[src/rtl/alu_op_sequencer_if.sv]
// Command, ALU pin and response signals of the ALU op sequencer.
// slave is the sequencer's view; master is the view of the logic around it
// (command source, ALU and result sink together).
interface alu_op_sequencer_if #(
    parameter int CNT_W = 16
);
    logic             cmd_valid;
    logic             cmd_ready;
    logic [3:0]       cmd_op;
    logic [31:0]      cmd_a;
    logic [31:0]      cmd_b;
    logic [31:0]      alu_a;
    logic [31:0]      alu_b;
    logic [3:0]       alu_cmd;
    logic             alu_oe;
    logic [63:0]      alu_d;
    logic             res_valid;
    logic             res_ready;
    logic [63:0]      res_data;
    logic             res_div0;
    logic [CNT_W-1:0] op_count;
    logic             busy;

    modport slave (
        input  cmd_valid, cmd_op, cmd_a, cmd_b, alu_d, res_ready,
        output cmd_ready, alu_a, alu_b, alu_cmd, alu_oe,
               res_valid, res_data, res_div0, op_count, busy
    );

    modport master (
        output cmd_valid, cmd_op, cmd_a, cmd_b, alu_d, res_ready,
        input  cmd_ready, alu_a, alu_b, alu_cmd, alu_oe,
               res_valid, res_data, res_div0, op_count, busy
    );
endinterface

[src/rtl/alu_op_sequencer.sv]
// Issue/capture stage for the 32-bit combinational ALU. Registers one
// command onto the ALU pins, enables the ALU result bus for SETTLE_CYC
// cycles, captures the 64-bit result on the last enabled edge and holds it
// until the downstream handshake. SETTLE_CYC must lie in 1..15.
module alu_op_sequencer #(
    parameter int SETTLE_CYC = 1,
    parameter int CNT_W      = 16
) (
    input  logic               clk,
    input  logic               rst_n,
    alu_op_sequencer_if.slave  bus
);
    typedef enum logic [1:0] {IDLE, DRIVE, RESP} state_t;

    localparam logic [3:0] SETTLE_LOAD = 4'(SETTLE_CYC - 1);

    state_t           state, state_nxt;
    logic [3:0]       settle_cnt;
    logic             div0_pend;
    logic [31:0]      a_q, b_q;
    logic [3:0]       op_q;
    logic [63:0]      data_q;
    logic             div0_q;
    logic [CNT_W-1:0] cnt_q;
    logic             cmd_ready;
    logic             accept;
    logic             res_hs;

    assign accept = bus.cmd_valid & cmd_ready;
    assign res_hs = (state == RESP) & bus.res_ready;

    // State register.
    always_ff @(posedge clk or negedge rst_n) begin
        if (!rst_n) state <= IDLE;
        else        state <= state_nxt;
    end

    // Next state and command-side ready. A handshake in RESP frees the
    // capture register, so a waiting command may be taken on that same edge.
    always_comb begin
        state_nxt = state;
        cmd_ready = 1'b0;
        case (state)
            IDLE: begin
                cmd_ready = 1'b1;
                if (bus.cmd_valid) state_nxt = DRIVE;
            end
            DRIVE: begin
                if (settle_cnt == 4'd0) state_nxt = RESP;
            end
            RESP: begin
                cmd_ready = bus.res_ready;
                if (bus.res_ready) state_nxt = bus.cmd_valid ? DRIVE : IDLE;
            end
            default: state_nxt = IDLE;
        endcase
    end

    // Operand latch, settle countdown, result capture and handoff counter.
    // alu_d is only sampled in DRIVE, i.e. while alu_oe is high.
    always_ff @(posedge clk or negedge rst_n) begin
        if (!rst_n) begin
            a_q        <= '0;
            b_q        <= '0;
            op_q       <= '0;
            div0_pend  <= 1'b0;
            settle_cnt <= '0;
            data_q     <= '0;
            div0_q     <= 1'b0;
            cnt_q      <= '0;
        end else begin
            if (accept) begin
                a_q        <= bus.cmd_a;
                b_q        <= bus.cmd_b;
                op_q       <= bus.cmd_op;
                div0_pend  <= (bus.cmd_op == 4'b0101) && (bus.cmd_b == 32'd0);
                settle_cnt <= SETTLE_LOAD;
            end else if (state == DRIVE) begin
                if (settle_cnt == 4'd0) begin
                    data_q <= bus.alu_d;
                    div0_q <= div0_pend;
                end else begin
                    settle_cnt <= settle_cnt - 4'd1;
                end
            end
            if (res_hs) cnt_q <= cnt_q + 1'b1;
        end
    end

    assign bus.cmd_ready = cmd_ready;
    assign bus.alu_a     = a_q;
    assign bus.alu_b     = b_q;
    assign bus.alu_cmd   = op_q;
    assign bus.alu_oe    = (state == DRIVE);
    assign bus.res_valid = (state == RESP);
    assign bus.res_data  = data_q;
    assign bus.res_div0  = div0_q;
    assign bus.op_count  = cnt_q;
    assign bus.busy      = (state != IDLE);
endmodule

[src/flat_wrapper.sv]
// flat-port wrapper written by rule: the top's interface ports become plain ports
module alu_op_sequencer_flat 
#(
    parameter int SETTLE_CYC = 1,
    parameter int CNT_W      = 16
)
  (clk, rst_n, bus_cmd_valid, bus_cmd_op, bus_cmd_a, bus_cmd_b, bus_alu_d, bus_res_ready, bus_cmd_ready, bus_alu_a, bus_alu_b, bus_alu_cmd, bus_alu_oe, bus_res_valid, bus_res_data, bus_res_div0, bus_op_count, bus_busy);
  alu_op_sequencer_if #(.CNT_W(CNT_W)) bus_i ();
  input  logic clk;
  input  logic rst_n;
  input wire logic [$bits(bus_i.cmd_valid)-1:0] bus_cmd_valid;
  input wire logic [$bits(bus_i.cmd_op)-1:0] bus_cmd_op;
  input wire logic [$bits(bus_i.cmd_a)-1:0] bus_cmd_a;
  input wire logic [$bits(bus_i.cmd_b)-1:0] bus_cmd_b;
  input wire logic [$bits(bus_i.alu_d)-1:0] bus_alu_d;
  input wire logic [$bits(bus_i.res_ready)-1:0] bus_res_ready;
  output wire logic [$bits(bus_i.cmd_ready)-1:0] bus_cmd_ready;
  output wire logic [$bits(bus_i.alu_a)-1:0] bus_alu_a;
  output wire logic [$bits(bus_i.alu_b)-1:0] bus_alu_b;
  output wire logic [$bits(bus_i.alu_cmd)-1:0] bus_alu_cmd;
  output wire logic [$bits(bus_i.alu_oe)-1:0] bus_alu_oe;
  output wire logic [$bits(bus_i.res_valid)-1:0] bus_res_valid;
  output wire logic [$bits(bus_i.res_data)-1:0] bus_res_data;
  output wire logic [$bits(bus_i.res_div0)-1:0] bus_res_div0;
  output wire logic [$bits(bus_i.op_count)-1:0] bus_op_count;
  output wire logic [$bits(bus_i.busy)-1:0] bus_busy;
  assign bus_i.cmd_valid = bus_cmd_valid;
  assign bus_i.cmd_op = bus_cmd_op;
  assign bus_i.cmd_a = bus_cmd_a;
  assign bus_i.cmd_b = bus_cmd_b;
  assign bus_i.alu_d = bus_alu_d;
  assign bus_i.res_ready = bus_res_ready;
  assign bus_cmd_ready = bus_i.cmd_ready;
  assign bus_alu_a = bus_i.alu_a;
  assign bus_alu_b = bus_i.alu_b;
  assign bus_alu_cmd = bus_i.alu_cmd;
  assign bus_alu_oe = bus_i.alu_oe;
  assign bus_res_valid = bus_i.res_valid;
  assign bus_res_data = bus_i.res_data;
  assign bus_res_div0 = bus_i.res_div0;
  assign bus_op_count = bus_i.op_count;
  assign bus_busy = bus_i.busy;
  alu_op_sequencer #(.SETTLE_CYC(SETTLE_CYC), .CNT_W(CNT_W)) u_core (.clk(clk), .rst_n(rst_n), .bus(bus_i));
endmodule
[config.mk]
export PLATFORM = sky130hd
export DESIGN_NAME = alu_op_sequencer_flat
export DESIGN_NICKNAME = d
export VERILOG_FILES = /design/src/rtl/alu_op_sequencer_if.sv /design/src/rtl/alu_op_sequencer.sv /design/src/flat_wrapper.sv
export SDC_FILE = /design/constraint.sdc
export NUM_CORES = 1
export LEC_CHECK = 0
export BUFFER_PORTS_ARGS = -buffer_cell sky130_fd_sc_hd__buf_2
export CAP_MARGIN = 20
export CELL_PAD_IN_SITES_DETAIL_PLACEMENT = 1
export CELL_PAD_IN_SITES_GLOBAL_PLACEMENT = 2
export CORE_AREA = 2 2 143 145
export DETAILED_ROUTE_END_ITERATION = 7
export DIE_AREA = 0 0 145 147
export HOLD_SLACK_MARGIN = 0.06
export PLACE_DENSITY = 0.92
export SLEW_MARGIN = 5
export SYNTH_ARGS = -nofsm -noshare
export SYNTH_HDL_FRONTEND = slang
export SYNTH_SLANG_ARGS = --single-unit
[constraint.sdc]
create_clock -name clk -period 4.2 [get_ports clk]
set_clock_uncertainty 0.1 [all_clocks]
set_input_delay 0.63 -clock clk [delete_from_list [all_inputs] [get_ports clk]]
set_output_delay 0.63 -clock clk [all_outputs]
set_load 0.02 [all_outputs]
==> impl_metrics.toml <==
[status]
status = "complete, no violations"

[setup_path]
worst_setup_path_start_kind = "register"
critical_path_class = "reg2reg"
cp_data_arrival_time_ps = 2900
cp-end-kind = "register"
crit_required_ps = 4400
crit_fanout = 41

[final_layout]
area_growth_pct = 36.47
drive_above_1_share_pct = 65.29
diodes = 0
final_net_count = 826
design_area_um2 = 8502

[grt]
grt_max_degree = 92
gr-total-overflow = 0
grt_pass1_vias = 4857
grt_pass1_wl_mm = 25.93
gr-usage-met3_pct = 6.273
antenna_found_initial = 0
grtUsageMet1_pct = 17.46
grt.busiest_layer = "met2"
grt_usage_pct = 15.24
met2_usage_pct = 26.26

[logic_synthesis]
yosysWarnings = 0
syn_area_per_cell_um2 = 15.81
synth_edf_count = 0
ys_seq_area_share_pct = 62.66
syn_inst = 394
synth_nets = 533
ys_async_sr_fraction_pct = 100.0
synthFlopType = "dfrtp_1"
ys_seq_elements = 156
syn_area_um2 = 6230
synth.distinct_cells = 32

[clocking]
postCtsSetupBuffers = 0
cts_buffer_depth = 2
clockRootBuffer = "clkbuf_16"
clk_latency_ps = 410
cts_hold_buf = 0
cts_tree = "done"
path_clk_slew_ps = 60
clock_sinks = 156
cts_buffers = 17
cts.repair.resized = 0
htreeDepth = 4

[timing]
period_share_pct = 64.44
clock.fmax_ghz = 0.3695
timing.hold.ws_ps = 93.43
slew_violations = 0
relSlewSlack_pct = 39.35
tightest_slew_ps = 909.7
setup_violations = 0
hold_viol_final = 0
fin_crit_ps = 2706
fin_setup_tns_ps = 0
rsz0062_at_grt = "no"

[detailed_routing]
vias = 4373
viasPerCell = 4.508
drt_iter0_markers = 95
first_pass_iters = 4
wire_per_inst_um = 16.53
drtAntennaViolNets = 0
finalWirelength_mm = 16.03
drc = 0

[pwr]
ir_worst_vdd_mv = 0.3027
power_w = 0.007146
power.leakage_nw = 4.290
p_per_area_nw_per_um2 = 840.5

[hold_path]
hp-class = "in2async"

[die]
core_area_um2 = 19840
start_util_pct = 31.39
die_area_um2 = 21320
die-width_um = 145
fp.dieH_um = 147
io_pins = 289
rows = 52

[place]
io_buffer_count = 288
place_area_um2 = 7941
gp_congestion = 0.7713
hpwl_mm = 11.94

[run]
cap_violations = 0
[Yosys cell counts (4+ instances only)]
cell	instances	area share (%)
nor2_1	8	0.48
inv_1	4	0.24
dfrtp_1	156	63
mux2_4	39	9.4
clkbuf_1	6	0.36
nand3_1	10	0.80
buf_6	5	0.90
xor2_1	8	1.1
buf_2	6	0.48
nor4_1	9	0.90
mux2_2	95	17
nand4_1	4	0.40
nand2_1	11	0.66
xnor2_1	10	1.4
[layout make-up]
type	instances	area (um2)
repair buffers	291	1483
multi-input cells	217	2202
clock inverters	12	113.9
clock buffers	20	446.7
well taps	270	337.8
flip-flops and latches	156	3904
inverters	4	15.01
fillers	2167	11340
[placed cells by master (no fill, tap or decap), types with 9 or more instances in the layout]
| master | Yosys | routed |
|---|---|---|
| mux2_2 | 95 | 95 |
| nand2_1 | 11 | 11 |
| mux2_4 | 39 | 39 |
| clkbuf_16 | 0 | 17 |
| nor4_1 | 9 | 9 |
| buf_2 | 6 | 287 |
| dfrtp_1 | 156 | 156 |
| xnor2_1 | 10 | 10 |
| nand3_1 | 10 | 10 |
[kinds of logic (layout without fill, tap and decap cells)]
kind of cell    after synthesis  count (layout)  synth area share, %
buf+inv                      21             327                1.988
mux                         134             134                26.57
flops                       156             156                62.66
simple gates                 56              56                4.941
compound gates                6               6               0.7031
xor+xnor                     18              18                2.531
fa+ha+maj                     3               3               0.6026
[report_power, final]
part           switching (W)  leakage, nW  internal [W]  total (W)
logic                0.00171         2.16       0.00140    0.00311
clock network       0.000628        0.269      0.000838    0.00147
registers           0.000371         1.87       0.00220    0.00257
[sequential cells by signal, summed over array words and instances, names as in the netlist, 2 cells and up]
name,cells
u_core.bus.res_data,64
u_core.bus.alu_a,32
u_core.bus.alu_b,32
u_core.bus.op_count,16
u_core.bus.alu_cmd,4
u_core.settle_cnt,4
u_core.state,2
[stage by stage]
step | utilization [%] | worst slack, ps | std cells
after floorplan | - | 2006 | 394
after global placement | 40.02 | 1586 | 938
after detailed placement | 40.02 | 1521 | 938
after CTS | 42.84 | 1475 | 970
after global routing | 42.84 | 1349 | 970
final | 42.84 | 1494 | 970
[critical path, stage by stage, from the launching register on]
cell     delay, ps
dfrtp_1        380
inv_1          120
ha_1           160
or3b_1         450
or3_4          590
buf_4          400
mux2_4         370
[metal layers]
| layer | vias up | wire (um) |
|---|---|---|
| met4 | 0 | 237 |
| li1 | 1978 | - |
| met1 | 2184 | 6466 |
| met5 | - | 0 |
| met2 | 196 | 7992 |
| met3 | 15 | 1334 |
[worst paths after layout]
kind                                              start                      end  slack (ps)  cells after the start
worst max register to register     u_core.settle_cnt[0]  u_core.bus.res_data[32]        1490                      6
max in group asynchronous                         rst_n  u_core.bus.res_data[41]        2980                      2
min in group clk                          bus_cmd_a[11]     u_core.bus.alu_a[11]         350                      2
worst max-delay path               u_core.settle_cnt[0]  u_core.bus.res_data[32]        1490                      6
worst min register to register  u_core.bus.op_count[15]  u_core.bus.op_count[15]         370                      1
worst min-delay path                              rst_n     u_core.bus.alu_a[22]          90                      1
(Power assumes the default switching activity.)
